$ cat src/rtl/seven_seg_pkg.sv
`default_nettype none
// ============================================================================
// Module   : seven_seg_pkg
// Brief    : Shared constants, types and helpers for the 4-digit scanned
//            seven-segment display driver.
// Revision : 1.0 - initial release
// ============================================================================
package seven_seg_pkg;

  localparam int VALUE_W       = 14;
  localparam int NUM_POSITIONS = 4;
  localparam int BCD_W         = 4 * NUM_POSITIONS;

  localparam logic [3:0]         DIGIT_L   = 4'd10;
  localparam logic [3:0]         DIGIT_E   = 4'd11;
  localparam logic [VALUE_W-1:0] MAX_VALUE = 14'd9999;

  typedef logic [3:0] digit_t;

  typedef enum logic [0:0] {
    CONV_IDLE = 1'b0,
    CONV_RUN  = 1'b1
  } conv_state_t;

  // Double-dabble correction: a BCD nibble of 5 or more gets +3 before the shift
  function automatic digit_t add3_adjust(input digit_t d);
    return (d >= 4'd5) ? digit_t'(d + 4'd3) : d;
  endfunction

endpackage
`default_nettype wire

$ cat src/rtl/bin2bcd.sv
`default_nettype none
// ============================================================================
// Module   : bin2bcd
// Brief    : Sequential shift-add-3 binary to BCD converter, one input bit
//            per clock, MSB first. o_done/o_bcd present the final result
//            combinationally during the last iteration cycle so the caller
//            can capture it on the same edge that ends the conversion.
// Revision : 1.0 - initial release
// ============================================================================
module bin2bcd
  import seven_seg_pkg::*;
(
  input  logic               clk,
  input  logic               rst_n,
  input  logic               i_start,
  input  logic [VALUE_W-1:0] i_bin,
  output logic               o_busy,
  output logic               o_done,
  output logic [BCD_W-1:0]   o_bcd
);

  localparam logic [3:0] LAST_STEP = 4'(VALUE_W - 1);

  conv_state_t        r_state;
  conv_state_t        w_state_nxt;
  logic [VALUE_W-1:0] r_bin;
  logic [BCD_W-1:0]   r_bcd;
  logic [3:0]         r_cnt;
  logic [BCD_W-1:0]   w_adj;
  logic [BCD_W-1:0]   w_bcd_nxt;
  logic               w_last;

  assign w_last = (r_cnt == LAST_STEP);
  assign o_busy = (r_state == CONV_RUN);
  assign o_bcd  = w_bcd_nxt;

  // One double-dabble iteration: adjust every nibble, then shift in the next bit
  always_comb begin
    w_adj = '0;
    for (int k = 0; k < NUM_POSITIONS; k++) begin
      w_adj[4*k +: 4] = add3_adjust(r_bcd[4*k +: 4]);
    end
    w_bcd_nxt = {w_adj[BCD_W-2:0], r_bin[VALUE_W-1]};
  end

  // Next-state and done strobe
  always_comb begin
    w_state_nxt = r_state;
    o_done      = 1'b0;
    case (r_state)
      CONV_IDLE: begin
        if (i_start) begin
          w_state_nxt = CONV_RUN;
        end
      end
      CONV_RUN: begin
        if (w_last) begin
          w_state_nxt = CONV_IDLE;
          o_done      = 1'b1;
        end
      end
      default: w_state_nxt = CONV_IDLE;
    endcase
  end

  // State register
  always_ff @(posedge clk) begin
    if (!rst_n) begin
      r_state <= CONV_IDLE;
    end else begin
      r_state <= w_state_nxt;
    end
  end

  // Shift datapath: capture on start, then one iteration per cycle while running
  always_ff @(posedge clk) begin
    if (!rst_n) begin
      r_bin <= '0;
      r_bcd <= '0;
      r_cnt <= '0;
    end else if ((r_state == CONV_IDLE) && i_start) begin
      r_bin <= i_bin;
      r_bcd <= '0;
      r_cnt <= '0;
    end else if (r_state == CONV_RUN) begin
      r_bin <= {r_bin[VALUE_W-2:0], 1'b0};
      r_bcd <= w_bcd_nxt;
      r_cnt <= r_cnt + 4'd1;
    end
  end

endmodule
`default_nettype wire

$ cat src/rtl/seven_seg_scan.sv
`default_nettype none
// ============================================================================
// Module   : seven_seg_scan
// Brief    : Captures a 14-bit binary value, converts it to four BCD digits
//            in the background and time-multiplexes the stored digits over
//            four display positions. Values above 9999 display E,E,E,E.
// Revision : 1.0 - initial release
// ============================================================================
module seven_seg_scan
  import seven_seg_pkg::*;
#(
  parameter int REFRESH_DIV = 100000
) (
  input  logic               clk,
  input  logic               rst_n,
  input  logic               load,
  input  logic [VALUE_W-1:0] value,
  output logic               busy,
  output logic               error,
  output logic [3:0]         digit,
  output logic [1:0]         position
);

  localparam int               PRE_W    = (REFRESH_DIV > 1) ? $clog2(REFRESH_DIV) : 1;
  localparam logic [PRE_W-1:0] PRE_LAST = PRE_W'(REFRESH_DIV - 1);

  logic [PRE_W-1:0] r_pre;
  logic [1:0]       r_pos;
  digit_t           r_digits [NUM_POSITIONS];
  logic             r_error;
  logic             w_accept;
  logic             w_conv_busy;
  logic             w_conv_done;
  logic [BCD_W-1:0] w_bcd;

  // A load is only taken while the converter is idle; requests during busy are dropped
  assign w_accept = load & ~w_conv_busy;

  bin2bcd u_bin2bcd (
    .clk     (clk),
    .rst_n   (rst_n),
    .i_start (w_accept),
    .i_bin   (value),
    .o_busy  (w_conv_busy),
    .o_done  (w_conv_done),
    .o_bcd   (w_bcd)
  );

  assign busy     = w_conv_busy;
  assign error    = r_error;
  assign position = r_pos;
  assign digit    = r_digits[r_pos];

  // Free-running refresh prescaler advancing the display position on wrap
  always_ff @(posedge clk) begin
    if (!rst_n) begin
      r_pre <= '0;
      r_pos <= 2'd0;
    end else if (r_pre == PRE_LAST) begin
      r_pre <= '0;
      r_pos <= r_pos + 2'd1;
    end else begin
      r_pre <= r_pre + PRE_W'(1);
    end
  end

  // Range flag is decided at capture time and held until the next accepted load
  always_ff @(posedge clk) begin
    if (!rst_n) begin
      r_error <= 1'b0;
    end else if (w_accept) begin
      r_error <= (value > MAX_VALUE);
    end
  end

  // Displayed digits change all at once when the conversion finishes
  always_ff @(posedge clk) begin
    if (!rst_n) begin
      for (int k = 0; k < NUM_POSITIONS; k++) begin
        r_digits[k] <= '0;
      end
    end else if (w_conv_done) begin
      for (int k = 0; k < NUM_POSITIONS; k++) begin
        r_digits[k] <= r_error ? DIGIT_E : w_bcd[4*k +: 4];
      end
    end
  end

endmodule
`default_nettype wire

$ cat config.mk
export PLATFORM = sky130hd
export DESIGN_NAME = seven_seg_scan
export DESIGN_NICKNAME = d
export VERILOG_FILES = /design/src/rtl/seven_seg_pkg.sv /design/src/rtl/bin2bcd.sv /design/src/rtl/seven_seg_scan.sv
export SDC_FILE = /design/constraint.sdc
export NUM_CORES = 1
export LEC_CHECK = 0
export BUFFER_PORTS_ARGS = -buffer_cell sky130_fd_sc_hd__buf_2
export CAP_MARGIN = 20
export CELL_PAD_IN_SITES_DETAIL_PLACEMENT = 0
export CELL_PAD_IN_SITES_GLOBAL_PLACEMENT = 1
export CORE_UTILIZATION = 47
export CTS_CLUSTER_SIZE = 12
export DETAILED_ROUTE_END_ITERATION = 8
export HOLD_SLACK_MARGIN = 0.08
export PLACE_DENSITY = 0.77
export SYNTH_ARGS = -nofsm -noshare
export SYNTH_HDL_FRONTEND = slang
export SYNTH_HIERARCHICAL = 1
export SYNTH_SLANG_ARGS = --single-unit
export TNS_END_PERCENT = 50
$ cat constraint.sdc
create_clock -name clk -period 2.2 [get_ports clk]
set_input_delay 0.11 -clock clk [delete_from_list [all_inputs] [get_ports clk]]
set_output_delay 0.11 -clock clk [all_outputs]
set_load 0.02 [all_outputs]
==> results.sh, run 1 <==
export IMPL_initial_core_util=0.494
export IMPL_post_place_cells=497
export IMPL_path_clk_slew_ns=0.08
export IMPL_syn_area_um2=3660
export IMPL_cts_repair_resized=0
export IMPL_die_y_um=90.3
export IMPL_num_fill_cells=693
export IMPL_core_um2=7410
export IMPL_yosys_area_top_type="dfxtp_1"
export IMPL_netlist_instances=388
export IMPL_multi_input_area_um2=1880
export IMPL_worst_setup_path_end_kind="register"
export IMPL_p_leak_nw=1.56
export IMPL_skew_ns=0.00937
export IMPL_postLayoutSetupSlackWorst_ns=0.366
export IMPL_postCtsSetupBuffers=0
export IMPL_cts_root_buf="clkbuf_8"
export IMPL_vdd_drop_max_mv=0.295
export IMPL_cts_buffer_depth=2
export IMPL_tightest_slew_ns=0.590
export IMPL_wl_per_cell_um=13.0
export IMPL_synth_edf_count=16
export IMPL_cp_required_ns=2.42
export IMPL_drive_above_1_share=0.164
export IMPL_dr_pass1_iters=5
export IMPL_place_area_um2=3850
export IMPL_rows=31
export IMPL_cts_tree="done"
export IMPL_drtAntennaViolNets=0
export IMPL_arrival_ns=2.05
export IMPL_critPathLaunchType="register"
export IMPL_io_buffer_count=24
export IMPL_clock_sinks=73
export IMPL_yosys_top_cells_count="nor2_1 (60), dfxtp_1 (57), nand2_1 (39)"
export IMPL_reg2regPathDepth=5
export IMPL_io_pins=25
export IMPL_rsz0062_at_grt="no"
export IMPL_maxSlewHeadroom=0.606
export IMPL_drv_cap=0
export IMPL_ys_seq_area_frac=0.443
export IMPL_yosysTopAreaCellShare=0.312
export IMPL_finalPower_mw=2.80
export IMPL_fin_area_um2=4060
export IMPL_final_cells=514
export IMPL_numCtsBuffers=9
export IMPL_grt_pass1_vias=2535
export IMPL_setup_viol=0
export IMPL_grt_pass1_wl_um=11500
export IMPL_synthTopCellsByArea="dfxtp_1 (31%), edfxtp_1 (13%), nor2_1 (6.2%)"
export IMPL_fin_nets=438
export IMPL_setup_tns_ns=0
export IMPL_maxSlewViolCount=0
export IMPL_die_area_um2=8150
export IMPL_grt_total_usage=0.176
export IMPL_syn2layout_area_growth_pct=10.8
export IMPL_period_needed_ns=1.83
export IMPL_clk_latency_ns=0.35
export IMPL_hold_path_depth=3
export IMPL_syn_nets=416
export IMPL_status="complete, no violations"
export IMPL_fmax_mhz=545
export IMPL_diodes=0
export IMPL_ys_warn_count=6
export IMPL_min_period_over_period=0.834
export IMPL_overflow=0
export IMPL_ctsHoldBuffers=1
export IMPL_hold_class="in2reg"
export IMPL_die_w_um=90.3
export IMPL_hp_start="value[0]"
export IMPL_grt_max_degree=39
export IMPL_worstSetupPathType="reg2reg"
export IMPL_yosysMostFrequentCell="nor2_1"
export IMPL_cp_max_fo=16
export IMPL_place_ws_ns=0.346
export IMPL_finalWirelength_um=6680
export IMPL_seqCellArea_um2=1620
export IMPL_synth_distinct_cells=51
export IMPL_drtIter0Drc=132
export IMPL_r2r_setup_slack_ns=0.37
export IMPL_r2r_end="r_pre[10]"
export IMPL_power_density_nw_per_um2=690
export IMPL_r2r_start="r_pre[0]"
export IMPL_avgSynthCellArea_um2=9.44
export IMPL_ys_flop_type="dfxtp_1"
export IMPL_vias=2675
export IMPL_place_gp_congestion=0.830
export IMPL_min_to="u_bin2bcd/r_bin[0]"
export IMPL_cts_htree_levels=3
export IMPL_drc=0
export IMPL_hpwl_um=4590
export IMPL_async_flop_share=0
export IMPL_ys_ff_latch=73
export IMPL_viasPerCell=5.20
export IMPL_hold_viol=0
export IMPL_antenna_found_initial=0
worst max-delay path, cell delays in order (launching register included):
cell	delay, ns
dfxtp_1	0.38
ha_1	0.21
and4_1	0.39
nand4_4	0.16
nand2_1	0.46
nor2_1	0.11
through the flow:
| stage | util | hold WS (ns) |
|---|---|---|
| floorplan | - | 0.232 |
| global placement | 0.520 | 0.428 |
| detailed placement | 0.520 | 0.441 |
| CTS | 0.547 | 0.0965 |
| global route | 0.547 | 0.119 |
| finish | 0.547 | 0.109 |
final cells by class:
| type | count | share of cell area |
|---|---|---|
| Tap cell | 99 | 0.0305 |
| Timing Repair Buffer | 31 | 0.0463 |
| Inverter | 14 | 0.0130 |
| Multi-Input combinational cell | 281 | 0.463 |
| Sequential cell | 73 | 0.400 |
| Clock inverter | 5 | 0.00864 |
| Clock buffer | 11 | 0.0386 |
state kept, by name, summed over array words and instances (netlist names), named ones only:
signal / count
u_bin2bcd/o_busy: 1
position: 2
error: 1
r_pre: 17
u_bin2bcd/r_cnt: 4
u_bin2bcd/r_bin: 14
u_bin2bcd/r_bcd: 16
r_digits: 16
metal layers:
layer / GRT usage / part of all wire
met4: 0.0887 / 0.018
met1: 0.233 / 0.51
met5: 0 / 0
met2: 0.274 / 0.44
met3: 0.0337 / 0.031
where the power goes:
part           total (mW)  leakage [nW]  internal [mW]  switching, mW
Clock                1.02         0.103          0.496          0.521
Combinational       0.311         0.825          0.137          0.174
Sequential           1.47         0.629           1.42         0.0518
logic make-up after synthesis:
kind of cell	count (synthesis)	synth area share
mux	23	0.0766
flops	73	0.443
fa+ha+maj	11	0.0376
simple gates	168	0.235
compound gates	58	0.113
xor+xnor	21	0.0502
buf+inv	34	0.0451
cell usage in the layout, fill, tap and decap left out, drive strengths merged, types with 5 or more instances in the layout:
cell and count:
a211oi 5, a21oi 13, and2 15, buf 30, clkbuf 11, dfxtp 57, edfxtp 16, ha 11
inv 17, mux2i 19, nand2 39, nand2b 6, nand3 8, nand4 5, nor2 60, nor3 9
nor3b 5, o21ai 25, xnor2 12, xor2 9
worst max path at each step:
stage | start | endpoint | slack (ns) | cells past startpoint
global route | r_pre[0] | r_pre[14] | 0.18 | 5
global placement | r_pre[0] | r_pre[3] | 0.45 | 5
floorplan | u_bin2bcd/o_busy | r_digits[0][0] | 0.39 | 4
CTS | r_pre[0] | r_pre[10] | 0.34 | 5
detailed placement | r_pre[0] | r_pre[10] | 0.35 | 5
finish | r_pre[0] | r_pre[10] | 0.37 | 5
Power figures use the tool's default switching activity.
==> inputs of run 2 (changes only) <==
Settings changed: ABC_AREA set to 1, CORE_UTILIZATION 47 to 44, PLACE_DENSITY 0.77 to 0.78.
Clock period 2.2 ns to 1.8 ns, I/O delays scaled along.
==> results.sh, run 2 <==
export IMPL_syn_area_um2=3760
export IMPL_synthTopCellsByArea="dfxtp_1 (30%), nand2_1 (14%), edfxtp_1 (13%)"
export IMPL_hold_class="in2reg"
export IMPL_io_pins=25
export IMPL_grt_pass1_vias=2935
export IMPL_min_period_over_period=0.907
export IMPL_wl_per_cell_um=11.3
export IMPL_regMostFlops="r_pre"
export IMPL_async_flop_share=0
export IMPL_cts_buffer_depth=2
export IMPL_drc=0
export IMPL_postLayoutSetupSlackWorst_ns=0.167
export IMPL_largestRegisters="r_pre (17), r_digits (16), u_bin2bcd/r_bcd (16)"
export IMPL_syn_nets=565
export IMPL_cts_htree_levels=3
export IMPL_largest_register_ffs=17
export IMPL_die_w_um=94.4
export IMPL_post_place_cells=660
export IMPL_fin_nets=610
export IMPL_place_area_um2=3990
export IMPL_initial_core_util=0.455
export IMPL_hold_viol=0
export IMPL_viasPerCell=4.81
export IMPL_avgSynthCellArea_um2=7.00
export IMPL_arrival_ns=1.92
export IMPL_vias=3329
export IMPL_fin_area_um2=4360
export IMPL_finalWirelength_um=7830
export IMPL_io_buffer_count=24
export IMPL_period_needed_ns=1.63
export IMPL_tightest_slew_ns=0.566
export IMPL_final_common_cell="nand2_1"
export IMPL_fmax_mhz=612
export IMPL_cts_tree="done"
export IMPL_drtAntennaViolNets=0
export IMPL_grt_total_usage=0.193
export IMPL_drv_cap=0
export IMPL_critPathLaunchType="register"
export IMPL_worstSetupPathType="reg2reg"
export IMPL_yosys_area_top_type="dfxtp_1"
export IMPL_maxSlewViolCount=0
export IMPL_yosysMostFrequentCell="nand2_1"
export IMPL_vdd_drop_max_mv=0.412
export IMPL_critPathMaxStageDelay_ns=0.68
export IMPL_rows=33
export IMPL_antenna_found_initial=0
export IMPL_die_area_um2=8910
export IMPL_core_um2=8260
export IMPL_path_clk_slew_ns=0.08
export IMPL_p_leak_nw=1.97
export IMPL_ys_warn_count=6
export IMPL_worst_setup_path_end_kind="register"
export IMPL_cp_required_ns=2.09
export IMPL_hpwl_um=5590
export IMPL_ys_flop_type="dfxtp_1"
export IMPL_synth_distinct_cells=27
export IMPL_numCtsBuffers=9
export IMPL_drive_above_1_share=0.106
export IMPL_yosysTopAreaCellShare=0.304
export IMPL_overflow=0
export IMPL_die_y_um=94.4
export IMPL_grt_pass1_wl_um=13300
export IMPL_finalPower_mw=3.60
export IMPL_netlist_instances=537
export IMPL_clk_latency_ns=0.34
export IMPL_status="complete, no violations"
export IMPL_skew_ns=0.00622
export IMPL_grt_max_degree=35
export IMPL_path_delay_family="flip-flops"
export IMPL_final_cell_mix="nand2_1 (136), nor2_1 (81), inv_1 (80), dfxtp_1 (57), nand3_1 (44)"
export IMPL_dr_pass1_iters=4
export IMPL_setup_tns_ns=0
export IMPL_setup_viol=0
export IMPL_clock_sinks=73
export IMPL_slowest_stage="dfxtp_1"
export IMPL_rsz0062_at_grt="no"
export IMPL_maxSlewHeadroom=0.622
export IMPL_r2r_setup_slack_ns=0.17
export IMPL_ys_ff_latch=73
export IMPL_yosys_top_cells_count="nand2_1 (136), nor2_1 (81), inv_1 (80)"
export IMPL_diodes=0
export IMPL_cp_num_buf_inv=1
export IMPL_power_density_nw_per_um2=825
export IMPL_final_cells=692
export IMPL_drtIter0Drc=137
export IMPL_cts_root_buf="clkbuf_8"
export IMPL_cp_max_fo=15
export IMPL_cp_cell_sequence="o21ai_0 -> a21oi_1 -> dlygate4sd3_1"
export IMPL_ys_seq_area_frac=0.432
export IMPL_place_gp_congestion=0.789
export IMPL_syn2layout_area_growth_pct=16.1
export IMPL_synth_edf_count=16
export IMPL_place_ws_ns=0.252
## run 2: changes by cell type in the layout (fill, tap and decap cells not counted), moves of 6 or more
cell           previous run  this run
nand4_1                   3        13
nor2_1                   60        81
xnor2_1                  12         3
nand3_1                   8        44
a21oi_1                   9        30
mux2i_1                  19         0
inv_1                    13        80
and2_1                   15         0
xor2_1                    9         3
nand2_1                  39       136
dlygate4sd3_1             1        16
o21ai_0                  19        25
## run 2: per-stage QoR
stage / hold WS, ns / util
2_1_floorplan: 0.188 / -
3_3_place_gp: 0.356 / 0.483
3_5_place_dp: 0.349 / 0.483
4_1_cts: 0.338 / 0.528
5_1_grt: 0.366 / 0.528
6_report: 0.344 / 0.528
## run 2: what timing repair did
item                                    in CTS  in global routing
endpoints found under the hold margin       19                  0
resized for setup                            0                  0
buffers inserted                             0                  0
endpoints found under the setup margin       0                  0
hold buffers                                16                  0
## run 2: tightest hold or removal path, delay by kind of cell
family | cells | cell delay, ns
buffers and inverters | 3 | 0.32
AND/OR/NAND/NOR | 3 | 0.23
## run 2: final timing paths
path,end,from,cells after the start
hold reg to reg,r_pre[0],r_pre[0],1
setup / recovery,error,error,3
hold / removal,u_bin2bcd/o_busy,load,6
setup reg to reg,error,error,3
## run 2: layout make-up
type,instances,area [µm²]
fill,852,3890
multi-input combinational,366,1730
sequential,73,1620
timing repair buffer,48,353
inverter,84,315
clock buffer,11,153
tap,105,131
clock inverter,5,61.3
## run 2: layer usage
| metal | wire length (µm) | vias to the layer above | track usage |
|---|---|---|---|
| met5 | 0 | - | 0 |
| met4 | 104 | 0 | 0.0692 |
| met3 | 218 | 9 | 0.0338 |
| met2 | 3280 | 50 | 0.296 |
| met1 | 4220 | 1483 | 0.271 |
| li1 | - | 1787 | - |
## run 2: logic make-up (layout without fill, tap and decap cells)
kind of cell	Yosys count	count (layout)	synth area share
flops	73	73	0.432
simple gates	289	289	0.325
xor+xnor	6	6	0.0140
buf+inv	98	148	0.109
fa+ha+maj	11	11	0.0366
compound gates	60	60	0.0842
## run 2: where the power goes
part	leakage, nW	switching, mW	total [mW]	internal, mW
logic	1.23	0.274	0.449	0.175
registers	0.629	0.0470	1.78	1.74
clock network	0.105	0.636	1.37	0.731
total	1.97	0.957	3.60	2.64
==> inputs of run 3 (changes only) <==
Settings changed: ABC_AREA 1 to unset, CORE_UTILIZATION 44 to 47, PLACE_DENSITY 0.78 to 0.77.
==> results.sh, run 3 (synthesis gave the netlist of run 1 again) <==
export IMPL_hold_viol=0
export IMPL_r2r_end="r_pre[16]"
export IMPL_hpwl_um=4960
export IMPL_syn2layout_area_growth_pct=11.5
export IMPL_worstSetupPathType="reg2reg"
export IMPL_status="complete, no violations"
export IMPL_final_common_cell="nor2_1"
export IMPL_core_um2=7410
export IMPL_drv_cap=0
export IMPL_critPathLaunchType="register"
export IMPL_die_area_um2=8150
export IMPL_clock_sinks=73
export IMPL_cp_required_ns=2.07
export IMPL_drc=0
export IMPL_setup_tns_ns=0
export IMPL_num_fill_cells=696
export IMPL_largestRegisters="r_pre (17), r_digits (16), u_bin2bcd/r_bcd (16)"
export IMPL_overflow=0
export IMPL_drive_above_1_share=0.173
export IMPL_io_buffer_count=24
export IMPL_maxSlewViolCount=0
export IMPL_path_delay_family="simple AND/OR/NAND/NOR gates"
export IMPL_post_route_util=0.551
export IMPL_cts_buffer_depth=2
export IMPL_grt_max_degree=33
export IMPL_cp_max_fo=6
export IMPL_r2r_start="r_pre[0]"
export IMPL_critPathMaxStageDelay_ns=0.37
export IMPL_rows=31
export IMPL_cts_htree_levels=3
export IMPL_cp_num_buf_inv=1
export IMPL_die_y_um=90.3
export IMPL_path_clk_slew_ns=0.07
export IMPL_grt_pass1_vias=2543
export IMPL_cts_tree="done"
export IMPL_finalWirelength_um=6850
export IMPL_clk_latency_ns=0.34
export IMPL_wl_per_cell_um=13.2
export IMPL_antenna_found_initial=0
export IMPL_power_density_nw_per_um2=815
export IMPL_vdd_drop_max_mv=0.419
export IMPL_maxSlewHeadroom=0.594
export IMPL_p_leak_nw=1.57
export IMPL_fmax_mhz=601
export IMPL_grt_total_usage=0.188
export IMPL_die_w_um=90.3
export IMPL_regMostFlops="r_pre"
export IMPL_io_pins=25
export IMPL_r2r_setup_slack_ns=0.14
export IMPL_viasPerCell=5.29
export IMPL_rsz0062_at_grt="no"
export IMPL_vias=2758
export IMPL_reg2regPathDepth=6
export IMPL_drtIter0Drc=114
export IMPL_initial_core_util=0.494
export IMPL_hp_start="rst_n"
export IMPL_dr_pass1_iters=4
export IMPL_cts_root_buf="clkbuf_8"
export IMPL_cp_cell_sequence="ha_1 -> and4_1 -> buf_4 -> nand3_1 -> or3_1 -> a21oi_1"
export IMPL_slowest_stage="dfxtp_1"
export IMPL_min_period_over_period=0.924
export IMPL_arrival_ns=1.94
export IMPL_setup_viol=0
export IMPL_drtAntennaViolNets=0
export IMPL_tightest_slew_ns=0.608
export IMPL_hold_class="in2reg"
export IMPL_diodes=0
export IMPL_period_needed_ns=1.66
export IMPL_grt_pass1_wl_um=12100
export IMPL_skew_ns=0.00913
export IMPL_place_gp_congestion=0.802
export IMPL_fin_nets=445
export IMPL_hold_path_depth=3
export IMPL_final_cell_mix="nor2_1 (60), dfxtp_1 (56), nand2_1 (39), buf_2 (24)"
export IMPL_worst_setup_path_end_kind="register"
export IMPL_largest_register_ffs=17
export IMPL_min_to="u_bin2bcd/o_busy"
export IMPL_numCtsBuffers=9
[run 3: timing repair]
item,in CTS,in global routing
hold buffers,2,0
hold endpoints to repair,2,0
resized for setup,0,0
setup buffers,0,0
[run 3: metal layers]
layer,vias to the layer above,global-route usage,share of wire
met5,-,0,0
met4,0,0.0645,0.014
met3,8,0.0480,0.035
met2,53,0.275,0.44
met1,1298,0.269,0.51
li1,1399,-,-
[run 3: cell type report]
cell class | instances | area, µm² | share of cell area
Clock buffer | 13 | 159 | 0.0389
Sequential cell | 73 | 1620 | 0.397
Multi-Input combinational cell | 281 | 1880 | 0.460
Tap cell | 99 | 124 | 0.0303
Timing Repair Buffer | 38 | 230 | 0.0564
Clock inverter | 3 | 15.0 | 0.00368
Inverter | 14 | 52.6 | 0.0129
[run 3: worst max-delay path by stage]
stage | start | endpoint | slack [ns] | cells after the start
2_1_floorplan | u_bin2bcd/o_busy | r_digits[0][0] | 0.16 | 6
3_3_place_gp | u_bin2bcd/r_bcd[1] | r_digits[1][0] | 0.22 | 8
3_5_place_dp | r_pre[0] | r_pre[16] | 0.17 | 6
4_1_cts | r_pre[0] | r_pre[16] | 0.14 | 6
5_1_grt | r_pre[0] | r_pre[16] | 0.02 | 6
6_report | r_pre[0] | r_pre[16] | 0.14 | 6
[run 3: worst reg2reg max path, cell delays in order (launching register included)]
cell and delay [ns]:
dfxtp_1 0.37, ha_1 0.21, and4_1 0.28, buf_4 0.17, nand3_1 0.08, or3_1 0.31
a21oi_1 0.16
[run 3: per-stage QoR]
stage / instance area [µm²] / power, mW / cells / hold WS, ns / setup slack (ns)
after global placement: 3890 / 2.21 / 503 / 0.412 / 0.217
after CTS: 4080 / 3.38 / 521 / 0.104 / 0.138
after floorplan: 3660 / 2.12 / 388 / 0.212 / 0.164
final: 4080 / 3.33 / 521 / 0.112 / 0.137
after global routing: 4080 / 3.51 / 521 / 0.142 / 0.0161
after detailed placement: 3890 / 2.22 / 503 / 0.411 / 0.174
[run 3: where the power goes]
part | total [mW] | switching (mW) | internal, mW
combinational | 0.384 | 0.215 | 0.170
clock | 1.15 | 0.577 | 0.570
sequential | 1.80 | 0.0639 | 1.73
